==> config.mk <==
export PLATFORM = sky130hd
export DESIGN_NAME = move_sequencer
export DESIGN_NICKNAME = d
export VERILOG_FILES = /design/src/rtl/move_pkg.sv /design/src/rtl/tick_divider.sv /design/src/rtl/move_sequencer.sv
export SDC_FILE = /design/constraint.sdc
export NUM_CORES = 1
export LEC_CHECK = 0
export ABC_AREA = 1
export CAP_MARGIN = 20
export CORE_ASPECT_RATIO = 1.25
export CORE_UTILIZATION = 48
export CTS_BUF_LIST = sky130_fd_sc_hd__clkbuf_4
export DETAILED_ROUTE_END_ITERATION = 10
export GPL_TIMING_DRIVEN = 0
export PLACE_DENSITY = 0.71
export SLEW_MARGIN = 20
export SYNTH_ARGS = -nofsm -noshare
export SYNTH_HDL_FRONTEND = slang
export SYNTH_SLANG_ARGS = --single-unit
export TNS_END_PERCENT = 50
==> constraint.sdc <==
create_clock -name clk -period 4.8 [get_ports clk]
set_input_delay 0.96 -clock clk [delete_from_list [all_inputs] [get_ports clk]]
set_output_delay 0.96 -clock clk [all_outputs]
set_load 0.01 [all_outputs]
==> src/rtl/move_pkg.sv <==
`default_nettype none
// ============================================================================
//  Module      : move_pkg
//  Description : Shared types for the scroll-tile move sequencer. Contains the
//                direction and state encodings, the grid geometry and the
//                button priority helper.
//  Revision    : 1.0 - initial release
// ============================================================================
package move_pkg;

  localparam int GRID_ROWS = 4;
  localparam int GRID_COLS = 6;

  typedef enum logic [1:0] {
    DIR_UP    = 2'd0,
    DIR_DOWN  = 2'd1,
    DIR_LEFT  = 2'd2,
    DIR_RIGHT = 2'd3
  } dir_t;

  typedef enum logic [1:0] {
    IDLE   = 2'd0,
    MOVE   = 2'd1,
    COMMIT = 2'd2,
    SETTLE = 2'd3
  } state_t;

  // Buttons are packed so that bit index equals the dir_t value, which
  // makes the fixed priority up > down > left > right a lowest-bit-first scan.
  function automatic dir_t prioDir(input logic [3:0] btn);
    if (btn[0]) return DIR_UP;
    else if (btn[1]) return DIR_DOWN;
    else if (btn[2]) return DIR_LEFT;
    return DIR_RIGHT;
  endfunction

endpackage
`default_nettype wire

==> src/rtl/tick_divider.sv <==
`default_nettype none
// ============================================================================
//  Module      : tick_divider
//  Description : Free-running modulo-TICK_DIV counter that emits a one-cycle
//                tick on the last count while enabled.
//  Ports       : clk  - system clock
//                clr  - synchronous counter clear (wins over en)
//                en   - count enable
//                tick - high while enabled and the count is TICK_DIV-1
//  Revision    : 1.0 - initial release
// ============================================================================
module tick_divider #(
  parameter int TICK_DIV = 100000
) (
  input  logic clk,
  input  logic clr,
  input  logic en,
  output logic tick
);

  localparam int CNT_W = (TICK_DIV > 1) ? $clog2(TICK_DIV) : 1;
  localparam logic [CNT_W-1:0] c_LAST = CNT_W'(TICK_DIV - 1);

  logic [CNT_W-1:0] r_count;

  assign tick = en && (r_count == c_LAST);

  always_ff @(posedge clk) begin
    if (clr) begin
      r_count <= '0;
    end else if (en) begin
      r_count <= tick ? '0 : r_count + 1'b1;
    end
  end

endmodule
`default_nettype wire

==> src/rtl/move_sequencer.sv <==
`default_nettype none
// ============================================================================
//  Module      : move_sequencer
//  Description : Validates direction presses against the grid enables, runs
//                the slide animation, strobes commit and buffers one press
//                that arrives while a move is in flight.
//  Ports       : clk, rst                 - clock, synchronous active-high reset
//                btn_up/down/left/right   - one-cycle press pulses
//                up/down/left/right_en    - aggregated move enables
//                move_dir                 - active direction, held when idle
//                move_active              - slide animation running
//                step_strobe              - pulse on each offset advance
//                offset                   - slide offset in pixels
//                commit                   - pulse: tiles latch new positions
//                busy                     - sequencer not idle
//                pend_valid               - a buffered press is waiting
//  Revision    : 1.0 - initial release
// ============================================================================
module move_sequencer
  import move_pkg::*;
#(
  parameter int TICK_DIV = 100000,
  parameter int TILE_PX  = 32,
  parameter int STEP_PX  = 1
) (
  input  logic                         clk,
  input  logic                         rst,
  input  logic                         btn_up,
  input  logic                         btn_down,
  input  logic                         btn_left,
  input  logic                         btn_right,
  input  logic                         up_en,
  input  logic                         down_en,
  input  logic                         left_en,
  input  logic                         right_en,
  output dir_t                         move_dir,
  output logic                         move_active,
  output logic                         step_strobe,
  output logic [$clog2(TILE_PX+1)-1:0] offset,
  output logic                         commit,
  output logic                         busy,
  output logic                         pend_valid
);

  localparam int OFF_W = $clog2(TILE_PX + 1);

  state_t           r_state, w_nextState;
  dir_t             r_moveDir, r_pendDir, w_btnDir, w_startDir;
  logic             r_pendValid;
  logic [OFF_W-1:0] r_offset;
  logic [3:0]       w_btn, w_en;
  logic             w_btnAny, w_tick, w_lastStep;
  logic             w_start, w_pendLoad, w_pendClr;

  // Bit index matches the dir_t encoding so enables can be indexed by direction.
  assign w_btn    = {btn_right, btn_left, btn_down, btn_up};
  assign w_en     = {right_en, left_en, down_en, up_en};
  assign w_btnAny = |w_btn;
  assign w_btnDir = prioDir(w_btn);

  // The advance that would reach a full tile ends the slide instead.
  assign w_lastStep = (int'(r_offset) + STEP_PX) >= TILE_PX;

  tick_divider #(
    .TICK_DIV (TICK_DIV)
  ) u_tickDivider (
    .clk  (clk),
    .clr  (rst || w_start),
    .en   (r_state == MOVE),
    .tick (w_tick)
  );

  always_comb begin
    w_nextState = r_state;
    w_start     = 1'b0;
    w_startDir  = r_moveDir;
    w_pendLoad  = 1'b0;
    w_pendClr   = 1'b0;
    case (r_state)
      IDLE: begin
        // A press buffered during SETTLE is serviced here before new presses.
        if (r_pendValid) begin
          w_pendClr = 1'b1;
          if (w_en[r_pendDir]) begin
            w_start    = 1'b1;
            w_startDir = r_pendDir;
          end
        end else if (w_btnAny && w_en[w_btnDir]) begin
          w_start    = 1'b1;
          w_startDir = w_btnDir;
        end
      end
      MOVE: begin
        w_pendLoad = w_btnAny && !r_pendValid;
        if (w_tick && w_lastStep) begin
          w_nextState = COMMIT;
        end
      end
      COMMIT: begin
        w_pendLoad  = w_btnAny && !r_pendValid;
        w_nextState = SETTLE;
      end
      SETTLE: begin
        w_nextState = IDLE;
        if (r_pendValid) begin
          // Any press arriving while the pending entry is consumed is dropped.
          w_pendClr = 1'b1;
          if (w_en[r_pendDir]) begin
            w_start    = 1'b1;
            w_startDir = r_pendDir;
          end
        end else begin
          w_pendLoad = w_btnAny;
        end
      end
      default: w_nextState = IDLE;
    endcase
    if (w_start) begin
      w_nextState = MOVE;
    end
  end

  always_ff @(posedge clk) begin
    if (rst) begin
      r_state     <= IDLE;
      r_moveDir   <= DIR_UP;
      r_pendValid <= 1'b0;
      r_pendDir   <= DIR_UP;
      r_offset    <= '0;
    end else begin
      r_state <= w_nextState;
      if (w_start) begin
        r_moveDir <= w_startDir;
      end
      if (w_pendLoad) begin
        r_pendValid <= 1'b1;
        r_pendDir   <= w_btnDir;
      end else if (w_pendClr) begin
        r_pendValid <= 1'b0;
      end
      // Offset holds TILE_PX-STEP_PX through the final step, then returns to 0.
      if (r_state == MOVE && w_tick) begin
        r_offset <= w_lastStep ? '0 : r_offset + OFF_W'(STEP_PX);
      end
    end
  end

  assign move_dir    = r_moveDir;
  assign move_active = (r_state == MOVE);
  assign step_strobe = (r_state == MOVE) && w_tick && !w_lastStep;
  assign offset      = r_offset;
  assign commit      = (r_state == COMMIT);
  assign busy        = (r_state != IDLE);
  assign pend_valid  = r_pendValid;

endmodule
`default_nettype wire

==> reports/results.ini, run 1 <==
[finish]
multi_input_area_um2 = 1005
num-fill-cells = 335
drive_gt1_share_pct = 12.32
seq_area_um2 = 600.6
area_growth_syn_to_layout_pct = 18.26
fin_nets = 300
diodes = 0

[global_route]
antenna_found_initial = 0
grt_pass1_wl_um = 5940
grt_usage_pct = 19.06
gr-total-overflow = 0
grt_max_degree = 11
grt_pass1_vias = 1475

[yosys]
ys_seq_area_share_pct = 33.97
synthFlopType = dfxtp_1
netlist_area_um2 = 1768
synth_fp_nets = 271
synth_edf_count = 0
syn_area_per_cell_um2 = 6.960
synth_top_area_share_pct = 33.97
synth_most_common_cell = nand2_1
yosysTopAreaCell = dfxtp_1
ys_ff_latch = 30
synth_cell_types = 32
async_flop_share_pct = 0
netlist_instances = 254
synth.top_cells.by_area = dfxtp_1 34%, nand2_1 11%, nor2_1 8.3%, inv_1 7.2%, ha_1 5.0%
synth_common_cells = 54 x nand2_1, 39 x nor2_1, 34 x inv_1
synth_warnings = 0

[place]
dp_hpwl_um = 2752
io_buffers = 22
gp_congestion = 0.8978

[floorplanning]
coreArea_um2 = 3513
io_pins = 23
num_rows = 24
die_h_um = 69.86
die_area_um2 = 3931
start_util_pct = 50.32
die_x_um = 56.28

[clock_tree]
ctsHoldBuffers = 0
clockRootBuffer = clkbuf_4
cts_resized = 0
clock-sinks = 30
cts_buffers = 5
cts_tree = yes
htreeDepth = 2
clockBufferDepth = 2
clock_latency_ns = 0.32
postCtsSetupBuffers = 0
clkSlewWorstSetupHoldPaths_ns = 0.09

[routing]
post_drt_via_cell_ratio = 4.935
drt_drc_violations_left = 0
final_antenna_net_count = 0
dr.pass1.iters = 4
drt_iter0_drc = 66
wl_per_cell_um = 10.63
drt_wl_total_um = 3432
vias = 1594

[sta]
rsz0062_at_grt = false
drv_slew = 0
hold_violations = 0
slew_headroom_pct = 74.71
hold_slack_ns = 0.4915
post-route-period-util_pct = 65.48
period_needed_ns = 3.143
fin_worst_skew_ns = 0.01012
worst_slew_pin_slew_ns = 0.3754
fmax_mhz = 318.2
totalNegativeSetupSlack_ns = 0
setup_viol = 0

[worst_setup_path]
worst-endpoint-arrival_ns = 2.18
critical_path_class = reg -> out
start_kind = register
endpoint_kind = output port
critPathRequiredTime_ns = 3.84
crit_fanout = 10

[power_and_ir_drop]
leakage_nw = 0.8591
power_density_nw_per_um2 = 240.2
power.switching_w = 0.0001433
power_switching_share_pct = 28.53
pwr-share-comb_pct = 18.9
p_int_w = 0.0003589
ir_worst_vdd_mv = 0.1621
power_frac_clock_pct = 28.6
seqPwrFrac_pct = 52.4

[worst_hold_path]
worstHoldPathType = reg -> reg

[outcome]
run_status = finished clean

[job]
cap_violations = 0

worst max-delay path: stages (launching register included):
cell,delay [ns]
dfxtp_1,0.35
inv_1,0.11
ha_1,0.19
buf_6,0.15
inv_2,0.07
nor2_4,0.15
nand4_1,0.16
nor2_1,0.14
clkdlybuf4s50_1,0.54
per-layer routing:
metal	wire length [um]	track usage, %	vias up	share of wire (%)
met3	151	5.926	5	4.4
met4	48	7.046	0	1.4
li1	-	-	858	-
met5	0	0	-	0
met1	1518	21.70	701	44
met2	1714	33.07	30	50
flip-flops by register name, indices dropped and copies added (netlist names):
register and flops:
pend_valid 1, r_pendDir 2, offset 6, r_state 2, u_tickDivider.r_count 17, move_dir 2
layout make-up:
cell class | count | share of cell area, %
clock buffer | 6 | 2.154
inverter | 39 | 7.002
sequential | 30 | 28.73
tap | 39 | 2.334
timing repair buffer | 22 | 10.53
clock inverter | 2 | 0.4189
buffer | 2 | 0.7780
multi-input combinational | 183 | 48.05
logic make-up (layout without fill, tap and decap cells):
| group | Yosys count | in the layout | synth area share (%) |
|---|---|---|---|
| AOI/OAI and AO/OA | 26 | 26 | 8.492 |
| xor gates and xnor gates | 12 | 12 | 5.945 |
| adders and majority gates | 7 | 7 | 4.954 |
| buffers and inverters | 41 | 71 | 9.199 |
| DFF | 30 | 30 | 33.97 |
| and+or+nand+nor | 138 | 138 | 37.44 |
metrics by stage:
step	utilization, %	std cells	worst slack (ns)	area [um2]	power (W)
2_1_floorplan	-	254	2.578	1768	0.0003297
3_3_place_gp	57.98	315	2.001	2037	0.0003643
3_5_place_dp	57.98	315	2.003	2037	0.0003648
4_1_cts	59.51	323	1.614	2091	0.0005079
5_1_grt	59.51	323	1.503	2091	0.0005356
6_report	59.51	323	1.657	2091	0.0005022
power groups by stage:
stage	Sequential (W)	Clock, W	Combinational, W
3_5_place_dp	0.000269	0	0.0000957
3_3_place_gp	0.000269	0	0.0000949
6_report	0.000263	0.000144	0.0000951
5_1_grt	0.000265	0.000164	0.000107
2_1_floorplan	0.000270	0	0.0000600
4_1_cts	0.000263	0.000148	0.0000962
final timing paths:
kind | from | cells past startpoint | to | slack, ns
setup reg to reg | r_state[1]$_SDFFE_PP0P_ | 12 | u_tickDivider.r_count[14]$_SDFFE_PP0P_ | 2.99
hold reg to reg | offset[5]$_SDFFE_PP0P_ | 2 | offset[5]$_SDFFE_PP0P_ | 0.49
hold / removal | offset[5]$_SDFFE_PP0P_ | 2 | offset[5]$_SDFFE_PP0P_ | 0.49
setup / recovery | r_state[1]$_SDFFE_PP0P_ | 8 | step_strobe | 1.66
cells in the final DEF, fill, tap and decap left out, types with 2 or more instances in the layout:
cell type        Yosys  layout
nand3_2              2       2
inv_1               34      34
xnor2_1              3       3
clkinv_1             1       2
o21ai_1              4       4
nand3_1             10      10
a21oi_1              9       9
nand2_2              6       6
nand2_1             54      54
inv_2                4       4
nor2_1              39      39
nor3_1               7       7
dfxtp_1             30      30
xor2_1               9       9
nor2_4               3       3
clkdlybuf4s50_1      0      22
nand4_1              5       5
clkbuf_4             0       6
o21ai_0              7       7
nor2_2               6       6
o211ai_1             2       2
ha_1                 7       7
(Power assumes the default switching activity.)
==> inputs of run 2 (changes only) <==
- clock period: 4.8 -> 3.03 ns (I/O delays scaled with it)
==> results of run 2 <==
Same layout as run 1 (identical final DEF). Status: finished clean.
Main changes from that run: setup slack after placement 2.003 ns -> 0.5871 ns; setup slack after layout 1.657 ns -> 0.2409 ns; register-to-register setup slack 2.99 ns -> 1.22 ns; total power 0.0005022 W -> 0.0007955 W; worst IR drop on VDD 0.1621 mV -> 0.2568 mV
==> inputs of run 3 (changes only) <==
- GPL_TIMING_DRIVEN: 0 -> unset
==> run 3 against run 2 <==
Effect of this change:
- sequential power about the same
- die area stayed put
- worst setup slack better by 0.15 ns
- highest routed layer unchanged
==> reports/results.ini, run 3 (same netlist as run 1, synthesis figures left out) <==
[outcome]
run_status = finished clean

[place]
io_buffers = 22
gp_congestion = 0.8724
dpl.cell_count = 314
dp_slack_ns = 0.5752
dp_hpwl_um = 2775

[global_route]
grt_max_degree = 12
use_met3_pct = 4.074
met1_usage_pct = 20.55
grt_use_met2_pct = 35.45
antenna_found_initial = 0
grt_pass1_wl_um = 6237
gr-total-overflow = 0
grt_pass1_vias = 1597
top_usage_layer = met2
grt_usage_pct = 19.95

[sta]
post-route-period-util_pct = 87.24
setup_viol = 0
worst_slew_pin_slew_ns = 0.3924
period_needed_ns = 2.643
hold_violations = 0
fin_ws_ns = 0.3866
rsz0062_at_grt = false
fin_worst_skew_ns = 0.003471
totalNegativeSetupSlack_ns = 0
fmax_mhz = 378.3
slew_headroom_pct = 73.57
drv_slew = 0

[finish]
largest_reg_flops = 17
final_common_cell = nand2_1
area_growth_syn_to_layout_pct = 17.48
drive_gt1_share_pct = 11.31
num-fill-cells = 334
diodes = 0
fin_nets = 299
mostFrequentLayoutCells = 54 x nand2_1, 39 x nor2_1, 34 x inv_1
postLayoutCoreUtil_pct = 59.12
layout.cells.non_filler = 322
regMostFlops = u_tickDivider.r_count

[worst_setup_path]
max_stage_delay_ns = 0.54
endpoint_kind = output port
path_cells = ha_1 > inv_1 > nor2_2 > nand4_1 > nor2_1 > clkdlybuf4s50_1
critical_path.endpoint = step_strobe
slowest_stage = clkdlybuf4s50_1
crit_fanout = 4
worst-endpoint-arrival_ns = 2.04
critPathRequiredTime_ns = 2.42
critical_path_buf_inv_count = 2
critPathTopFamily = buffers and inverters
crit_path_start = u_tickDivider.r_count[0]$_SDFFE_PP0P_
start_kind = register
cp.depth = 6
reg2reg_depth = 10
r2r_slack_ns = 1.10
r2r_start = r_state[0]$_SDFFE_PP0P_
worstReg2RegEnd = u_tickDivider.r_count[5]$_SDFFE_PP0P_
critical_path_class = reg -> out

[routing]
dr.pass1.iters = 4
wl_per_cell_um = 11.08
vias = 1599
drt_wl_total_um = 3569
drt_drc_violations_left = 0
post_drt_via_cell_ratio = 4.966
final_antenna_net_count = 0
drt_iter0_drc = 70

[floorplanning]
die_x_um = 56.28
io_pins = 23
num_rows = 24
coreArea_um2 = 3513
start_util_pct = 50.32
die_h_um = 69.86
die_area_um2 = 3931

[clock_tree]
htreeDepth = 2
cts_tree = yes
clockRootBuffer = clkbuf_4
ctsHoldBuffers = 0
clock-sinks = 30
clock_latency_ns = 0.34
postCtsSetupBuffers = 0
cts_buffers = 5
clockBufferDepth = 2
clkSlewWorstSetupHoldPaths_ns = 0.09
cts_resized = 0

[power_and_ir_drop]
p_total_w = 0.0007896
power_density_nw_per_um2 = 380.2
ir_worst_vdd_mv = 0.3273
leakage_nw = 0.8494

[worst_hold_path]
hp-start = offset[5]$_SDFFE_PP0P_
worstHoldPathType = reg -> reg

[job]
cap_violations = 0

## run 3: cell types whose count changed in the layout (fill, tap and decap cells not counted), sizes merged
cell,delta
clkinv,+1
buf,-1
clkbuf,-1
## run 3: per-layer routing
metal,routed length (um),part of all wire (%)
met1,1577,44
met2,1704,48
met3,111,3.1
met4,175,4.9
met5,0,0
## run 3: final cells by class
type                            count  area [um2]  share of cell area, %
Multi-Input combinational cell    183        1005                  48.37
Sequential cell                    30       600.6                  28.92
Timing Repair Buffer               23       227.7                  10.96
Inverter                           39       146.4                  7.048
Tap cell                           39       48.80                  2.349
Clock buffer                        5       37.54                  1.807
Clock inverter                      3       11.26                 0.5422
## run 3: stage by stage
step	hold slack, ns	area, um2
finish	0.5035	2077
global route	0.5266	2077
CTS	0.4961	2077
detailed placement	0.4723	2028
global placement	0.4829	2028
floorplan	0.4873	1768
## run 3: worst reg2reg max path, cell delays in order (launching register included)
cell and delay [ns]:
dfxtp_1 0.40, inv_1 0.09, ha_1 0.33, a21oi_1 0.13, o21ai_1 0.08, inv_1 0.07
nand2_1 0.06, nand2_1 0.29, inv_1 0.10, nand2_1 0.21, nor2_1 0.07
## run 3: report_power, final
| group | leakage [nW] | internal (W) | switching [W] |
|---|---|---|---|
| clock network | 0.0277 | 0.0000824 | 0.000143 |
| logic | 0.579 | 0.0000632 | 0.0000833 |
| registers | 0.243 | 0.000407 | 0.0000105 |
| total | 0.849 | 0.000552 | 0.000237 |
## run 3: worst min path at each step
stage,slack (ns),to,depth (start not counted)
6_report,0.50,offset[5]$_SDFFE_PP0P_,2
5_1_grt,0.53,offset[5]$_SDFFE_PP0P_,2
4_1_cts,0.50,offset[5]$_SDFFE_PP0P_,2
3_5_place_dp,0.47,offset[5]$_SDFFE_PP0P_,2
3_3_place_gp,0.48,offset[5]$_SDFFE_PP0P_,2
2_1_floorplan,0.49,offset[5]$_SDFFE_PP0P_,2
